**src/rtl/rsc_pkg.sv**
```systemverilog
// Shared definitions for the simple RISC CPU: opcode and condition encodings,
// memory command codes and the fetch-stage state enum.
package rsc_pkg;

    // Major opcodes, ir[15:13]
    localparam logic [2:0] OP_ALU    = 3'b101;
    localparam logic [2:0] OP_MOV    = 3'b110;
    localparam logic [2:0] OP_LDR    = 3'b011;
    localparam logic [2:0] OP_STR    = 3'b100;
    localparam logic [2:0] OP_BRANCH = 3'b001;
    localparam logic [2:0] OP_BLINK  = 3'b010;
    localparam logic [2:0] OP_HALT   = 3'b111;

    // Sub-operations of OP_BLINK, ir[12:11]; 2'b01 is not a link op and goes to the controller
    localparam logic [1:0] OPS_BX  = 2'b00;
    localparam logic [1:0] OPS_BLX = 2'b10;
    localparam logic [1:0] OPS_BL  = 2'b11;

    // Branch conditions, ir[10:8]; anything else is never taken
    localparam logic [2:0] COND_AL = 3'b000;
    localparam logic [2:0] COND_EQ = 3'b001;
    localparam logic [2:0] COND_NE = 3'b010;
    localparam logic [2:0] COND_LT = 3'b011;
    localparam logic [2:0] COND_LE = 3'b100;

    // Memory command codes
    localparam logic [1:0] MNONE = 2'b00;
    localparam logic [1:0] MREAD = 2'b01;

    typedef enum logic [2:0] {
        S_IF1,
        S_IF2,
        S_UPD,
        S_EXEC,
        S_HALT
    } fetch_state_e;

endpackage

```
**src/rtl/branch_cond_eval.sv**
```systemverilog
// Evaluates a B-family condition code against the {N,V,Z} status flags.
module branch_cond_eval
    import rsc_pkg::*;
(
    input  logic [2:0] cond,
    input  logic [2:0] flags,
    output logic       taken
);

    logic flag_n;
    logic flag_v;
    logic flag_z;

    assign {flag_n, flag_v, flag_z} = flags;

    // Condition decode; reserved codes fall through to not-taken.
    always_comb begin
        taken = 1'b0;
        case (cond)
            COND_AL: taken = 1'b1;
            COND_EQ: taken = flag_z;
            COND_NE: taken = ~flag_z;
            COND_LT: taken = flag_n ^ flag_v;
            COND_LE: taken = (flag_n ^ flag_v) | flag_z;
            default: taken = 1'b0;
        endcase
    end

endmodule

```
**src/rtl/fetch_branch_unit.sv**
```systemverilog
// Fetch / PC stage: owns PC and IR, sequences fetch against the synchronous
// memory, resolves B, BL, BX and BLX locally and hands the rest to the controller.
//
// state  | meaning
// -------+-------------------------------------------------------------
// S_IF1  | MREAD issued at pc
// S_IF2  | MREAD held, memory data captured into ir at cycle end
// S_UPD  | pc advances by one (wraps at 2^ADDR_W)
// S_EXEC | branch resolution, or waiting for exec_done from the controller
// S_HALT | terminal; only reset leaves this state
module fetch_branch_unit
    import rsc_pkg::*;
#(
    parameter int unsigned ADDR_W   = 9,
    parameter int unsigned DATA_W   = 16,
    parameter int unsigned RESET_PC = 0
) (
    input  logic              clk,
    input  logic              reset_n,
    input  logic [DATA_W-1:0] mem_rdata,
    output logic [ADDR_W-1:0] mem_addr,
    output logic [1:0]        mem_cmd,
    output logic [DATA_W-1:0] ir,
    output logic              ir_valid,
    input  logic              exec_done,
    input  logic [2:0]        flags,
    input  logic [DATA_W-1:0] rd_value,
    output logic              link_we,
    output logic [DATA_W-1:0] link_data,
    output logic [ADDR_W-1:0] pc,
    output logic              halted
);

    localparam logic [ADDR_W-1:0] PC_ONE = ADDR_W'(1);

    fetch_state_e      state_q, state_d;
    logic [ADDR_W-1:0] pc_q, pc_d;
    logic [DATA_W-1:0] ir_q, ir_d;

    logic [2:0]        opcode;
    logic [1:0]        subop;
    logic [2:0]        cond;
    logic [ADDR_W-1:0] sximm8;
    logic [DATA_W-1:0] pc_ext;
    logic              br_taken;
    logic              unused_rd_hi;

    assign opcode = ir_q[15:13];
    assign subop  = ir_q[12:11];
    assign cond   = ir_q[10:8];
    assign sximm8 = {{(ADDR_W-8){ir_q[7]}}, ir_q[7:0]};
    assign pc_ext = {{(DATA_W-ADDR_W){1'b0}}, pc_q};

    // Only the low ADDR_W bits of R[Rd] form a jump target.
    assign unused_rd_hi = ^rd_value[DATA_W-1:ADDR_W];

    branch_cond_eval u_cond (
        .cond  (cond),
        .flags (flags),
        .taken (br_taken)
    );

    assign mem_addr = pc_q;
    assign pc       = pc_q;
    assign ir       = ir_q;
    assign halted   = (state_q == S_HALT);

    // State, PC and IR registers; reset aborts whatever is in flight.
    always_ff @(posedge clk or negedge reset_n) begin
        if (!reset_n) begin
            state_q <= S_IF1;
            pc_q    <= ADDR_W'(RESET_PC);
            ir_q    <= '0;
        end else begin
            state_q <= state_d;
            pc_q    <= pc_d;
            ir_q    <= ir_d;
        end
    end

    // Fetch sequencing, branch resolution and controller handshake.
    always_comb begin
        state_d   = state_q;
        pc_d      = pc_q;
        ir_d      = ir_q;
        mem_cmd   = MNONE;
        ir_valid  = 1'b0;
        link_we   = 1'b0;
        link_data = '0;
        unique case (state_q)
            S_IF1: begin
                mem_cmd = MREAD;
                state_d = S_IF2;
            end
            S_IF2: begin
                mem_cmd = MREAD;
                ir_d    = mem_rdata;
                state_d = S_UPD;
            end
            S_UPD: begin
                pc_d    = pc_q + PC_ONE;
                state_d = S_EXEC;
            end
            S_EXEC: begin
                if (opcode == OP_BRANCH) begin
                    if (br_taken) begin
                        pc_d = pc_q + sximm8;
                    end
                    state_d = S_IF1;
                end else if (opcode == OP_BLINK && subop == OPS_BL) begin
                    link_we   = 1'b1;
                    link_data = pc_ext;
                    pc_d      = pc_q + sximm8;
                    state_d   = S_IF1;
                end else if (opcode == OP_BLINK && (subop == OPS_BX || subop == OPS_BLX)) begin
                    // Controller reads Rd for us; the link write shares the
                    // exec_done cycle so BLX R7 sees the old R7.
                    ir_valid = 1'b1;
                    if (exec_done) begin
                        pc_d    = rd_value[ADDR_W-1:0];
                        state_d = S_IF1;
                        if (subop == OPS_BLX) begin
                            link_we   = 1'b1;
                            link_data = pc_ext;
                        end
                    end
                end else if (opcode == OP_HALT) begin
                    state_d = S_HALT;
                end else begin
                    ir_valid = 1'b1;
                    if (exec_done) begin
                        state_d = S_IF1;
                    end
                end
            end
            S_HALT: begin
                state_d = S_HALT;
            end
            default: begin
                state_d = S_IF1;
            end
        endcase
    end

endmodule
```
**config.mk**
```make
export PLATFORM = sky130hd
export DESIGN_NAME = fetch_branch_unit
export DESIGN_NICKNAME = d
export VERILOG_FILES = /design/src/rtl/rsc_pkg.sv /design/src/rtl/branch_cond_eval.sv /design/src/rtl/fetch_branch_unit.sv
export SDC_FILE = /design/constraint.sdc
export NUM_CORES = 1
export LEC_CHECK = 0
export CORE_MARGIN = 2
export CORE_UTILIZATION = 38
export DETAILED_ROUTE_END_ITERATION = 8
export PLACE_DENSITY = 0.77
export SLEW_MARGIN = 20
export SYNTH_ARGS = -nofsm -noshare
export SYNTH_HDL_FRONTEND = slang
export SYNTH_SLANG_ARGS = --single-unit
```
**constraint.sdc**
```tcl
create_clock -name clk -period 1.9 [get_ports clk]
set_input_delay 0.38 -clock clk [delete_from_list [all_inputs] [get_ports clk]]
set_output_delay 0.38 -clock clk [all_outputs]
set_load 0.02 [all_outputs]
```
======== After elaboration in Yosys (flattened, before gate mapping) ========
Index checks and enable logic that the tools add are counted.
word-level totals
  register bits after elaboration ......... 28
  output and inout bits ................... 55
  memories kept ........................... 0
  bits in latches ......................... 0
  memory bits (read-only) ................. 0
  memory bits (writable) .................. 0
  word-level logic and storage cells ...... 64
operators by class
  reduce and logical (&&, ||, !) cells .... 9
  eq/ne operators ......................... 16
  shift-type cells ........................ 0
  $mul .................................... 0
  divide/modulo/power cells ............... 0
  mux-type cells .......................... 31
  bitwise gates (word level) .............. 3
  $lt $le $gt $ge ......................... 0
  add/subtract/negate cells ............... 2
operators with widths
  cell                   count
  $mux W9                11
  $pmux W9 S2            1
  $eq A3 B2 Y1 const B   5
  $mux W3                5
  $pmux W3 S5            1
  $mux W1                12
  $add A9 B1 Y9 const B  1
  $add A9 B9 Y9          1
  $eq A3 B1 Y1 const B   3
  $eq A3 B3 Y1 const B   3
  $ne A4 B4 Y1 const B   2
  $logic_not A3 Y1       2
  $pmux W1 S5            1
  $eq A2 B2 Y1 const B   2
  $reduce_and A4 Y1      1
  $ne A3 B3 Y1 const B   1
  $logic_and A1 B1 Y1    2
  $logic_not A2 Y1       1
  $reduce_bool A2 Y1     1
  $reduce_or A2 Y1       1
  $logic_or A1 B1 Y1     1
  $not A1 Y1             1
  $or A1 B1 Y1           1
  $xor A1 B1 Y1          1

======== Longest topological paths before layout ========
  depth in word-level cells ............... 7
  depth in mapped cells ................... 9
  mapped depth without buffers ............ 9

======== Modules after synthesis ========
A second synthesis with hierarchy kept.
second synthesis, totals
  cell total of the unflattened synthesis .. 220
  area total of the unflattened synthesis .. 2119.5 µm²
modules (own cells, without submodules)
  module             instances  seq. area each (µm²)  cells an instance  area an instance (µm²)
  fetch_branch_unit  1          700.7                 214                2064.5
  branch_cond_eval   1          0.0                   6                  55.1

======== Least setup slack after synthesis ========
No wires, ideal clock.
  path type ............................... reg-to-output
  start ................................... reg state_q[2]
  end ..................................... out link_data[0]
  cell stages (with the launch flop) ...... 5
  path buffers ............................ 0
  setup slack ............................. -0.354 ns
  data arrival time ....................... 1.874 ns
  cells stage by stage .................... dfrtp_1 -> and2b_1 -> nand2_1 -> nor3_1 -> and2_1
on the way
  word-level cells in the longest chain between the ends .. 2
ends and longest elaborated chain
  what                      RTL line                 text
  start: declaration        fetch_branch_unit.sv:36  fetch_state_e state_q, state_d;
  start signal: assignment  fetch_branch_unit.sv:75  state_q <= state_d;
  $eq A3 B2 Y1              fetch_branch_unit.sv:90  unique case (state_q)
  $mux W9                   fetch_branch_unit.sv:90
  end: declaration          fetch_branch_unit.sv:29  output logic [DATA_W-1:0] link_data,
No other way between the ends.

======== Worst setup path in the final report ========
  start ................................... reg ir_q[13], in the netlist ir[13]
  end ..................................... out link_data[0]
on the way
  word-level cells in the longest chain between the ends .. 6
ends and longest elaborated chain
  what                      RTL line                                            text
  start: declaration        fetch_branch_unit.sv:38                             logic [DATA_W-1:0] ir_q, ir_d;
  start signal: assignment  fetch_branch_unit.sv:77                             ir_q <= ir_d;
  $eq A3 B2 Y1              fetch_branch_unit.sv:110, fetch_branch_unit.sv:115
  $logic_and A1 B1 Y1       fetch_branch_unit.sv:115                            end else if (opcode == OP_BLINK && (subop == OPS_BX || subop == OPS_BLX)) begin
  $mux W9                   fetch_branch_unit.sv:115
  $mux W9                   fetch_branch_unit.sv:110                            end else if (opcode == OP_BLINK && subop == OPS_BL) begin
  $mux W9 *                 fetch_branch_unit.sv:105                            if (opcode == OP_BRANCH) begin
  $mux W9 *                 fetch_branch_unit.sv:90
Mark *: on every way between the ends. The rest lies on a longest branch, timed or not.

==> results.toml <==
[synthesis]
synth_area_leaders = "dfrtp_1, mux2_2, buf_4, ha_1, nor2_1"
ys_warn_count = 0
synthSimpleGateAreaFrac_pct = 18.1
syn_inst = 216
ys_types = 51
synth_compound_area_share_pct = 16.5
synthXorXnorAreaFrac_pct = 3.01
async_flop_share_pct = 100
synth_top_family_by_area = "simple AND/OR/NAND/NOR gates"
synth-edff-count = 0
seq_area_frac_synth_pct = 34.4
synth_top_cell_area_share_pct = 34.4
synth_fa_ha_area_share_pct = 6.52
yosys-mux-area-fraction_pct = 11.6
synthFlopType = "dfrtp_1"
synth_top_cell_by_area = "dfrtp_1"
synth_area_um2 = 2030
synth-seq-cells = 28
avgSynthCellArea_um2 = 9.42

[sta]
finalHoldViolCount = 0
clock.fmax_mhz = 477
setup_tns_ns = -1.53
rsz0062_at_grt = "yes"
fin_crit_ns = 2.09
fin_ws_ns = -0.195
setup_viol = 18
finalClockSkew_ns = 0.00983
final.period_utilization_pct = 110
slew_viol_final = 0

[global_route]
grt_pass1_vias = 2130
grt_max_degree = 29
grt_use_total_pct = 21.5
grt_pass1_wl_um = 10300
grt_overflow = 0
antenna_found_initial = 0

[pwr]
p_int_uw = 3960
switchingPower_uw = 3480
power_uw = 7440
sw_frac_of_total_pct = 46.7
cellPowerDensity_nw_per_um2 = 2080
p_leak_uw = 0.00149
p_comb_share_pct = 78.7
ir_worst_vdd_mv = 1.04
share_seq_of_total_power_pct = 16.5
clkPwrFrac_pct = 4.8

[cells_and_area]
drive_above_1_share_pct = 43.8
final_cells = 406
nFillCells = 379
layout_common_cells = "clkdlybuf4s50_1, buf_4, dfrtp_1"
areaGrowthSynthToFinish_pct = 75.5
n_antenna_cell = 0
final_common_cell = "clkdlybuf4s50_1"
final_area_um2 = 3570
finish.net_count = 385

[detailed_routing]
detail_route.iter0.violations = 87
routed_wl_um = 6690
vias_per_cell = 5.39
wl_per_cell_um = 16.5
drc_errors = 0
drtPass1Iterations = 4
ant_nets = 0
num_vias = 2190

[floorplan]
rows = 26
start_util_pct = 39.6
fp.dieW_um = 77.2
boundaryPins = 93
die_area_um2 = 5960
die_height_um = 77.2
core_um2 = 5140

[placement]
pre_cts_ws_ns = -0.688
dpl.hpwl_um = 4630
dp_cells = 392
dpl_cell_area_um2 = 3170
port_buffers = 77
globalplace.congestion = 0.827

[status]
outcome = "finished, violations left"
violations = "setup timing"

[clocking]
cts_buffers = 3
cts_sinks = 28
cts_tree = "done"
cts-hold-fix-buffers = 0
cts_max_level = 1
clk_latency_ns = 0.29
cts_buffer_depth = 2
root_buffer = "clkbuf_8"
clk_pin_slew_ns = 0.11

[setup_path]
crit_path_start_kind = "register"
path_class = "reg -> out"
endpoint_kind = "output port"
path_max_fanout = 3
cp.arrival_ns = 1.71
required_ns = 1.52
r2r_cells = 7

[min_path]
hp-class = "in -> async"

[flow_run]
drv_cap = 0
==> metal layers <==
metal  up-vias  global-route usage (%)  wire, um
li1       1010                       -         -
met1      1064                    26.7      2730
met2       100                    38.0      3430
met3        16                    2.12       373
met4         0                    8.39       158
met5         -                       0         0
==> critical path, cell delays in order (launching register included) <==
cell and delay [ns]:
dfrtp_2 0.44, nor2b_4 0.13, o211ai_1 0.19, nor3_4 0.26, buf_4 0.16, and2_4 0.14
buf_6 0.11
==> state kept, by name (all words and copies together), names as in the netlist <==
register / count
ir: 16
mem_addr: 9
state_q: 3
==> final timing paths <==
path,slack [ns],end,from
min in group clk,0.55,state_q[1],exec_done
max reg2reg,-0.03,mem_addr[4],ir[14]
min,0.47,mem_addr[7],reset_n
max in group asynchronous,1.13,ir[15],reset_n
max,-0.19,link_data[0],ir[13]
min reg2reg,0.55,ir[3],ir[3]
==> power groups by stage <==
stage	combinational (uW)	clock, uW	sequential (uW)
floorplan	2470	0	1590
finish	5860	354	1230
global route	6220	386	1270
global placement	4660	0	1190
detailed placement	4760	0	1200
CTS	5220	353	1200
==> final cells by class <==
cell class | instances | area, um2 | area share, %
Inverter | 8 | 30.0 | 0.841
Multi-Input combinational cell | 164 | 1500 | 42.0
Tap cell | 70 | 87.6 | 2.45
Timing Repair Buffer | 132 | 1200 | 33.5
Sequential cell | 28 | 712 | 19.9
Clock buffer | 4 | 45.0 | 1.26
==> synthesized netlist by cell type (4+ instances only) <==
cell type and instances:
ha_1 9, nand4_1 5, o31ai_1 4, o21bai_1 4
nor2b_1 4, nand3_1 7, nand2_1 6, mux2_2 17
inv_1 8, nor3_1 4, o21ai_0 6, buf_4 17
clkbuf_1 4, nor2_1 16, a21oi_1 10, xnor2_1 6
and2_1 6, dfrtp_1 28, o211ai_1 4
==> metrics by stage <==
step	util [%]	hold slack [ns]
floorplan	-	0.0844
global placement	61.8	0.523
CTS	66.1	0.491
detailed placement	61.8	0.532
global route	69.4	0.516
finish	69.4	0.471
==> kinds of logic (layout without fill, tap and decap cells) <==
| kind of cell | Yosys count | count (layout) |
|---|---|---|
| AOI/OAI and AO/OA | 50 | 51 |
| xor gates and xnor gates | 7 | 7 |
| adders and majority gates | 10 | 10 |
| buffers and inverters | 32 | 144 |
| DFF | 28 | 28 |
| muxes | 21 | 21 |
| other | 1 | 8 |
| and+or+nand+nor | 67 | 67 |
==> repair_timing <==
item | in CTS | in global routing
gates resized for setup | 99 | 32
buffers inserted | 2 | 9
cloned | 1 | 0
setup endpoints to repair | 23 | 21
pin swaps | 14 | 22
Note: power is estimated with default switching activity, not from simulation.
